**src/rtl/serial_sub_ctrl.sv**
```systemverilog
// rtl/serial_sub_ctrl.sv - bit-serial LSB-first subtractor with start/done handshake

// Single half-subtractor cell: difference and borrow of x - y.
module half_sub (
  input  logic x,
  input  logic y,
  output logic d,
  output logic br
);
  assign d  = x ^ y;
  assign br = ~x & y;
endmodule

module serial_sub_ctrl #(
  parameter int WIDTH = 8,
  parameter int CNT_W = $clog2(WIDTH + 1)
) (
  input  logic             clk,
  input  logic             rst_n,
  input  logic             start,
  input  logic [WIDTH-1:0] a,
  input  logic [WIDTH-1:0] b,
  output logic             ready,
  output logic             busy,
  output logic             done,
  output logic [WIDTH-1:0] diff,
  output logic             borrow_out
);

  typedef enum logic [1:0] {
    IDLE = 2'd0,
    RUN  = 2'd1,
    DONE = 2'd2
  } state_t;

  // Counter value of the final bit; never compared against anything >= WIDTH.
  localparam logic [CNT_W-1:0] LAST = CNT_W'(WIDTH - 1);

  state_t           state;
  logic [CNT_W-1:0] cnt;
  logic             borrow;
  logic [WIDTH-1:0] a_sh;
  logic [WIDTH-1:0] b_sh;
  logic [WIDTH-1:0] res_sh;
  logic [WIDTH-1:0] res_next;

  logic d1;
  logic br1;
  logic d;
  logic br2;
  logic borrow_next;

  // Two cascaded half-subtractors form the full-subtractor stage for the current bit.
  half_sub u_hs1 (.x(a_sh[0]), .y(b_sh[0]), .d(d1), .br(br1));
  half_sub u_hs2 (.x(d1),      .y(borrow),  .d(d),  .br(br2));

  assign borrow_next = br1 | br2;

  // New difference bit enters at the MSB so the LSB-first stream lands in order.
  generate
    if (WIDTH == 1) begin : g_res_w1
      assign res_next = d;
    end else begin : g_res_wn
      assign res_next = {d, res_sh[WIDTH-1:1]};
    end
  endgenerate

  assign ready = (state == IDLE);
  assign busy  = (state == RUN);

  // Control FSM plus datapath registers; results update only on the completion edge.
  always_ff @(posedge clk) begin
    if (!rst_n) begin
      state      <= IDLE;
      cnt        <= '0;
      borrow     <= 1'b0;
      a_sh       <= '0;
      b_sh       <= '0;
      res_sh     <= '0;
      diff       <= '0;
      borrow_out <= 1'b0;
      done       <= 1'b0;
    end else begin
      case (state)
        IDLE: begin
          done <= 1'b0;
          if (start) begin
            a_sh   <= a;
            b_sh   <= b;
            cnt    <= '0;
            borrow <= 1'b0;
            state  <= RUN;
          end
        end
        RUN: begin
          a_sh   <= a_sh >> 1;
          b_sh   <= b_sh >> 1;
          borrow <= borrow_next;
          res_sh <= res_next;
          if (cnt == LAST) begin
            diff       <= res_next;
            borrow_out <= borrow_next;
            done       <= 1'b1;
            state      <= DONE;
          end else begin
            cnt <= cnt + CNT_W'(1);
          end
        end
        DONE: begin
          done  <= 1'b0;
          state <= IDLE;
        end
        default: begin
          done  <= 1'b0;
          state <= IDLE;
        end
      endcase
    end
  end

endmodule
```
**config.mk**
```make
export PLATFORM = sky130hd
export DESIGN_NAME = serial_sub_ctrl
export DESIGN_NICKNAME = d
export VERILOG_FILES = /design/src/rtl/serial_sub_ctrl.sv
export SDC_FILE = /design/constraint.sdc
export NUM_CORES = 1
export LEC_CHECK = 0
export BUFFER_PORTS_ARGS = -buffer_cell sky130_fd_sc_hd__buf_4
export CAP_MARGIN = 20
export CORE_MARGIN = 2
export CORE_UTILIZATION = 51
export CTS_BUF_LIST = sky130_fd_sc_hd__clkbuf_8
export DETAILED_ROUTE_END_ITERATION = 16
export GPL_TIMING_DRIVEN = 0
export PLACE_DENSITY = 0.77
export SETUP_SLACK_MARGIN = 0.02
export SLEW_MARGIN = 20
export SYNTH_ARGS = -nofsm -noshare
export SYNTH_HDL_FRONTEND = slang
export SYNTH_SLANG_ARGS = --single-unit
```
**constraint.sdc**
```tcl
create_clock -name clk -period 1.5 [get_ports clk]
set_input_delay 0.225 -clock clk [delete_from_list [all_inputs] [get_ports clk]]
set_output_delay 0.225 -clock clk [all_outputs]
set_load 0.02 [all_outputs]
```
==> out/metrics.yaml, run 1 <==
cts_max_path_buffers: 2
skew_ns: 0.00459
dp_cells: 270
final_cell_mix: "47 x nand2_1, 38 x buf_4, 36 x a21oi_1, 36 x dfxtp_1, 13 x o21ai_0"
dpl-instance-area_mm2: 0.00192
cpPeakStageDelay_ns: 0.35
r2r-start: "cnt[0]$_SDFFE_PN0P_"
viasPerCell: 5.26
period_share_pct: 96.7
tightest_slew_ns: 0.433
cts_sinks: 40
hp-class: "in -> reg"
port_buffers: 30
synth_nets: 217
hold_viol: 0
ir_worst_vdd_mv: 0.639
final.setup.tns_ns: 0
slew_viol_final: 0
crit_start: "state[1]$_SDFFE_PN0P_"
worstSetupEndpointType: "output pin"
cts.clk_slew.worst_paths_ns: 0.07
hp-start: "a[5]"
final_area_mm2: 0.00211
wl_per_cell_um: 12.7
place_congestion: 0.781
cts_tree: "done"
r2r_slack_ns: 0.07
antenna_found_initial: 0
place_ws_ns: -0.0537
grt_pass1_wl_mm: 6.04
ys_warn_count: 0
syn_avg_cell_area_um2: 8.36
status: "finished, final reports clean"
fin_crit_ns: 1.45
layout_commonest_cell: "nand2_1"
crit_top_cell: "buf_6"
holdWs_ns: 0.182
drt_pass1_iterations: 4
wirelength_mm: 3.61
wl_met1_mm: 1.78
cts_buffers: 5
final_cells: 284
path_cells: "nand2b_4 -> buf_6 -> inv_8 -> buf_6 -> buf_4"
start_util_pct: 53.6
diodes: 0
syn_inst: 196
fin_nets: 261
rsz0062_at_grt: "true"
power_mw: 2.13
post-route-util_pct: 69.2
die_x_um: 60.7
place_hpwl_mm: 2.42
cp_max_fo: 10
synth-seq-area-share_pct: 48.9
crit_required_ns: 1.27
multi_input_area_um2: 773
crit_type: "reg -> out"
arrival_ns: 1.23
startpoint_type: "flip-flop"
grt-ovfl-total: 0
clk-insertion-delay-late_ns: 0.29
area_delta_synth_final_pct: 29.0
pin_count: 31
slew-limit-headroom_pct: 71.1
cts_hold_buffers: 0
die_height_um: 60.7
wl_met2_mm: 1.65
drt_iter0_markers: 81
power_density_mw_per_mm2: 1010
grt_max_degree: 12
cellLeakagePower_nw: 0.864
core_mm2: 0.00305
ys_ff_latch: 40
met3_length_um: 157
highest_layer: "met4"
cp_slowest_cell: "dfxtp_4"
worst_r2r_endpoint: "cnt[3]$_SDFFE_PN0P_"
final.fill_count: 270
grt_usage_pct: 22.3
seqCellArea_um2: 808
max-cap-violations: 0
synth_cell_types: 32
detail-route-antenna-nets: 0
setup_viol: 0
endpoint: "busy"
setup_ws_ns: 0.0495
syn_area_mm2: 0.00164
dieArea_mm2: 0.00368
post_route_cells_drive_above_1_share_pct: 25.0
cts-root-buf: "clkbuf_8"
drcViolationCount: 0
reg2reg_depth: 4
grt_pass1_vias: 1351
via_count: 1494
htree_num_levels: 2
fmax_mhz: 689
fp-row-count: 20
[timing repair]
item / CTS / global route
pin swaps: 0 / 1
setup buffers: 4 / 3
cloned: 0 / 1
setup endpoints to repair: 14 / 22
resized for setup: 8 / 8
[state kept, by name, summed over array words and instances (netlist names)]
register,flops
b_sh,8
borrow,1
cnt,4
diff,8
res_sh,7
done,1
a_sh,8
borrow_out,1
state,2
[power breakdown]
group          internal, mW  switching, mW  total [mW]
registers              1.11         0.0264        1.13
clock network         0.409          0.341       0.750
logic                 0.111          0.139       0.251
total                  1.63          0.506        2.13
[critical path, delay by kind of cell, from the launching register on]
kind / cells / cell delay, ns
AND/OR/NAND/NOR: 1 / 0.15
buffers and inverters: 4 / 0.45
flip-flops: 1 / 0.35
[worst min path at each step]
stage / to / cells past startpoint
2_1_floorplan: a_sh[0]$_SDFFE_PN0P_ / 2
3_3_place_gp: diff[7]$_SDFFE_PN0P_ / 2
3_5_place_dp: diff[1]$_SDFFE_PN0P_ / 2
4_1_cts: b_sh[4]$_SDFFE_PN0P_ / 3
5_1_grt: b_sh[2]$_SDFFE_PN0P_ / 3
6_report: a_sh[5]$_SDFFE_PN0P_ / 3
[synthesized netlist by cell type, drive strengths merged]
master    n  area (µm²)
nor2      4        15.0
o21bai    1        11.3
inv       5        18.8
o211a     1        10.0
nand3     4        20.0
or4       2        15.0
fa        1        20.0
and3b     1        8.76
clkbuf   10        37.5
nand2b    1        6.26
a21oi    36         180
dfxtp    40         801
a2bb2oi   1        8.76
and3      1        6.26
o21a      1        7.51
nor3      1        5.00
a221oi    1        8.76
a22o      2        17.5
nand2    47         176
and2      2        12.5
buf       4        28.8
o21ba     1        10.0
a31oi     1        6.26
a32o      2        20.0
ha        1        12.5
nor2b     1        6.26
o21ai    14        70.1
a211oi    1        7.51
mux2i     9        90.1
[layout make-up]
cell class	instances	share of cell area, %
Buffer	13	3.32
Clock buffer	7	4.56
Inverter	5	1.24
Multi-Input combinational cell	137	36.6
Sequential cell	40	38.3
Tap cell	44	2.61
Timing Repair Buffer	38	13.4
[cells by family (layout without fill, tap and decap cells)]
kind of cell | after synthesis | after routing | share of synthesized area (%)
AO/OA/AOI/OAI | 62 | 62 | 21.8
adder cells (fa/ha/maj) | 2 | 2 | 1.99
flip-flops | 40 | 40 | 48.9
multiplexers | 9 | 9 | 5.50
AND/OR/NAND/NOR | 64 | 64 | 16.6
buffers and inverters | 19 | 63 | 5.19
[metal layers]
metal | vias up | GRT usage [%]
met5 | - | 0
met4 | 0 | 8.39
met3 | 4 | 7.68
met2 | 30 | 33.6
met1 | 701 | 29.6
li1 | 759 | -
Note: power is estimated with default switching activity, not from simulation.
==> run 2: changes to the inputs <==
--- a/config.mk
+++ b/config.mk
@@ -6,13 +6,14 @@
 export NUM_CORES = 1
 export LEC_CHECK = 0
 export BUFFER_PORTS_ARGS = -buffer_cell sky130_fd_sc_hd__buf_4
-export CAP_MARGIN = 20
+export CAP_MARGIN = 25
 export CORE_MARGIN = 2
-export CORE_UTILIZATION = 51
+export CORE_UTILIZATION = 56
 export CTS_BUF_LIST = sky130_fd_sc_hd__clkbuf_8
 export DETAILED_ROUTE_END_ITERATION = 16
 export GPL_TIMING_DRIVEN = 0
-export PLACE_DENSITY = 0.77
+export HOLD_SLACK_MARGIN = 0.08
+export PLACE_DENSITY = 0.8
 export SETUP_SLACK_MARGIN = 0.02
 export SLEW_MARGIN = 20
 export SYNTH_ARGS = -nofsm -noshare
==> constraint.sdc (replaced) <==
create_clock -name clk -period 1.6 [get_ports clk]
set_input_delay 0.24 -clock clk [delete_from_list [all_inputs] [get_ports clk]]
set_output_delay 0.24 -clock clk [all_outputs]
set_load 0.02 [all_outputs]
==> out/metrics.yaml, run 2 (synthesis gave the netlist of run 1 again) <==
drcViolationCount: 0  # unchanged
viasPerCell: 5.56  # was 5.26
grt_usage_pct: 24.2  # was 22.3%
critPathTopFamily: "buffers and inverters"  # unchanged
use_met1_pct: 30.5  # was 29.6%
core_mm2: 0.00276  # was 0.00305 mm²
cts_hold_buffers: 0  # unchanged
port_buffers: 30  # unchanged
skew_ns: 0.00362  # was 0.00459 ns
cts.clk_slew.worst_paths_ns: 0.07  # about the same
fin_crit_ns: 1.50
grt_util_met3_pct: 7.59  # was 7.68%
grtUsageMet2_pct: 38.1  # was 33.6%
grt_max_degree: 12  # unchanged
die_height_um: 58.1  # was 60.7 µm
fp-row-count: 19  # was 20
intPower_mw: 1.48  # was 1.63 mW
dieArea_mm2: 0.00337  # was 0.00368 mm²
area_delta_synth_final_pct: 24.5  # was 29.0%
detail-route-antenna-nets: 0  # unchanged
holdWs_ns: 0.192  # was 0.182 ns
crit_required_ns: 1.36  # was 1.27 ns
period_share_pct: 94.0
grt_pass1_vias: 1350  # was 1351
start_util_pct: 59.4  # was 53.6%
clk-insertion-delay-late_ns: 0.29  # about the same
cts_buffers: 5  # unchanged
diodes: 0  # unchanged
cp_slowest_cell: "dfxtp_4"  # unchanged
cts-root-buf: "clkbuf_8"  # unchanged
place_congestion: 0.741  # was 0.781
reg.largest.list: "a_sh x8, b_sh x8, diff x8"  # unchanged
max-cap-violations: 0  # unchanged
power_switching_uw: 490  # was 506 µW
grt_pass1_wl_mm: 6.07  # was 6.04 mm
die_x_um: 58.1  # was 60.7 µm
ir_worst_vdd_mv: 0.799  # was 0.639 mV
combPwrFrac_pct: 11.9  # was 11.8%
setup_ws_ns: 0.0953  # was 0.0495 ns
path_cells: "nand2b_1 -> buf_6 -> inv_8 -> buf_8 -> buf_6"  # was nand2b_4 -> buf_6 -> inv_8 -> buf_6 -> buf_4
status: "finished, final reports clean"  # unchanged
place_hpwl_mm: 2.56  # was 2.42 mm
slew-limit-headroom_pct: 70.9  # was 71.1%
grt-ovfl-total: 0  # unchanged
rsz0062_at_grt: "false"  # was true
drt_iter0_markers: 57  # was 81
hold_viol: 0  # unchanged
crit_type: "reg -> out"  # unchanged
cpPeakStageDelay_ns: 0.36  # was 0.35 ns
p_seq_share_pct: 53.9  # was 53.1%
via_count: 1485  # was 1494
place_ws_ns: -0.0352  # was -0.0537 ns
cts_max_path_buffers: 2  # unchanged
tightest_slew_ns: 0.436  # was 0.433 ns
busiest_layer: "met2"  # unchanged
wl_per_cell_um: 13.6  # was 12.7 µm
worstSetupEndpointType: "output pin"  # unchanged
htree_num_levels: 2  # unchanged
clkPwrFrac_pct: 34.3  # was 35.2%
startpoint_type: "flip-flop"  # unchanged
swShare_pct: 24.9  # was 23.7%
hp-class: "in -> reg"  # unchanged
final_cell_mix: "47 x nand2_1, 38 x dfxtp_1, 36 x a21oi_1"  # was 47 x nand2_1, 38 x buf_4, 36 x a21oi_1, 36 x dfxtp_1, 13 x o21ai_0
cp_max_fo: 10  # unchanged
cts_tree: "done"  # unchanged
wirelength_mm: 3.63  # was 3.61 mm
cellLeakagePower_nw: 0.844  # was 0.864 nW
setup_viol: 0  # unchanged
drt_pass1_iterations: 4  # unchanged
slew_viol_final: 0  # unchanged
fmax_mhz: 665
crit_top_cell: "buf_6"  # unchanged
cp.buffers_inverters: 4  # unchanged
arrival_ns: 1.26  # was 1.23 ns
power_density_mw_per_mm2: 965  # was 1010 mW/mm²
fin_nets: 256  # was 261
antenna_found_initial: 0  # unchanged
post_route_cells_drive_above_1_share_pct: 21.2  # was 25.0%
layout_commonest_cell: "nand2_1"  # unchanged
pin_count: 31  # unchanged
cts_sinks: 40  # unchanged
## run 2: changes by cell type in the layout (fill, tap and decap cells not counted), sizes merged
cell	change
clkbuf	-1
inv	+2
buf	-5
## run 2: final timing paths
kind / end / startpoint / slack, ns / depth (start not counted)
worst max register to register: cnt[3]$_SDFFE_PN0P_ / cnt[0]$_SDFFE_PN0P_ / 0.12 / 4
worst max-delay path: busy / state[1]$_SDFFE_PN0P_ / 0.1 / 5
worst min-delay path: a_sh[4]$_SDFFE_PN0P_ / a[4] / 0.19 / 3
worst min register to register: diff[2]$_SDFFE_PN0P_ / diff[2]$_SDFFE_PN0P_ / 0.46 / 2
## run 2: power groups by stage
stage / clock network (mW) / logic [mW] / registers [mW]
6_report: 0.674 / 0.234 / 1.06
2_1_floorplan: 0 / 0.140 / 1.08
5_1_grt: 0.732 / 0.263 / 1.06
3_3_place_gp: 0 / 0.211 / 1.08
3_5_place_dp: 0 / 0.217 / 1.08
4_1_cts: 0.684 / 0.224 / 1.06
## run 2: through the flow
| step | setup TNS (ns) | utilization (%) | cells | cell area (µm²) | power, mW |
|---|---|---|---|---|---|
| after global placement | 0 | 69.0 | 257 | 1900 | 1.29 |
| after floorplan | 0 | - | 196 | 1640 | 1.22 |
| final | 0 | 74.0 | 267 | 2040 | 1.97 |
| after detailed placement | -0.0618 | 69.0 | 257 | 1900 | 1.30 |
| after global routing | 0 | 74.0 | 267 | 2040 | 2.06 |
| after CTS | 0 | 72.6 | 264 | 2000 | 1.97 |
## run 2: worst min-delay path, cell delays in order
cell	delay (ns)
buf_4	0.11
nand2_1	0.04
a21oi_1	0.05
## run 2: cell type report
type,count,area [µm²]
Multi-Input combinational cell,137,753
Fill cell,220,718
Inverter,5,26.3
Buffer,13,73.8
Clock buffer,6,82.6
Sequential cell,40,806
Timing Repair Buffer,33,251
Clock inverter,2,7.51
Tap cell,31,38.8
## run 2: per-layer routing
layer | vias to the layer above | part of all wire (%)
met4 | 0 | 1.6
met5 | - | 0
met1 | 693 | 45
met3 | 6 | 4.8
li1 | 747 | -
met2 | 39 | 48
## run 2: what timing repair did
action,CTS,global route
endpoints found under the setup margin,11,12
buffers inserted,0,3
pin swaps,0,1
resized for setup,6,7
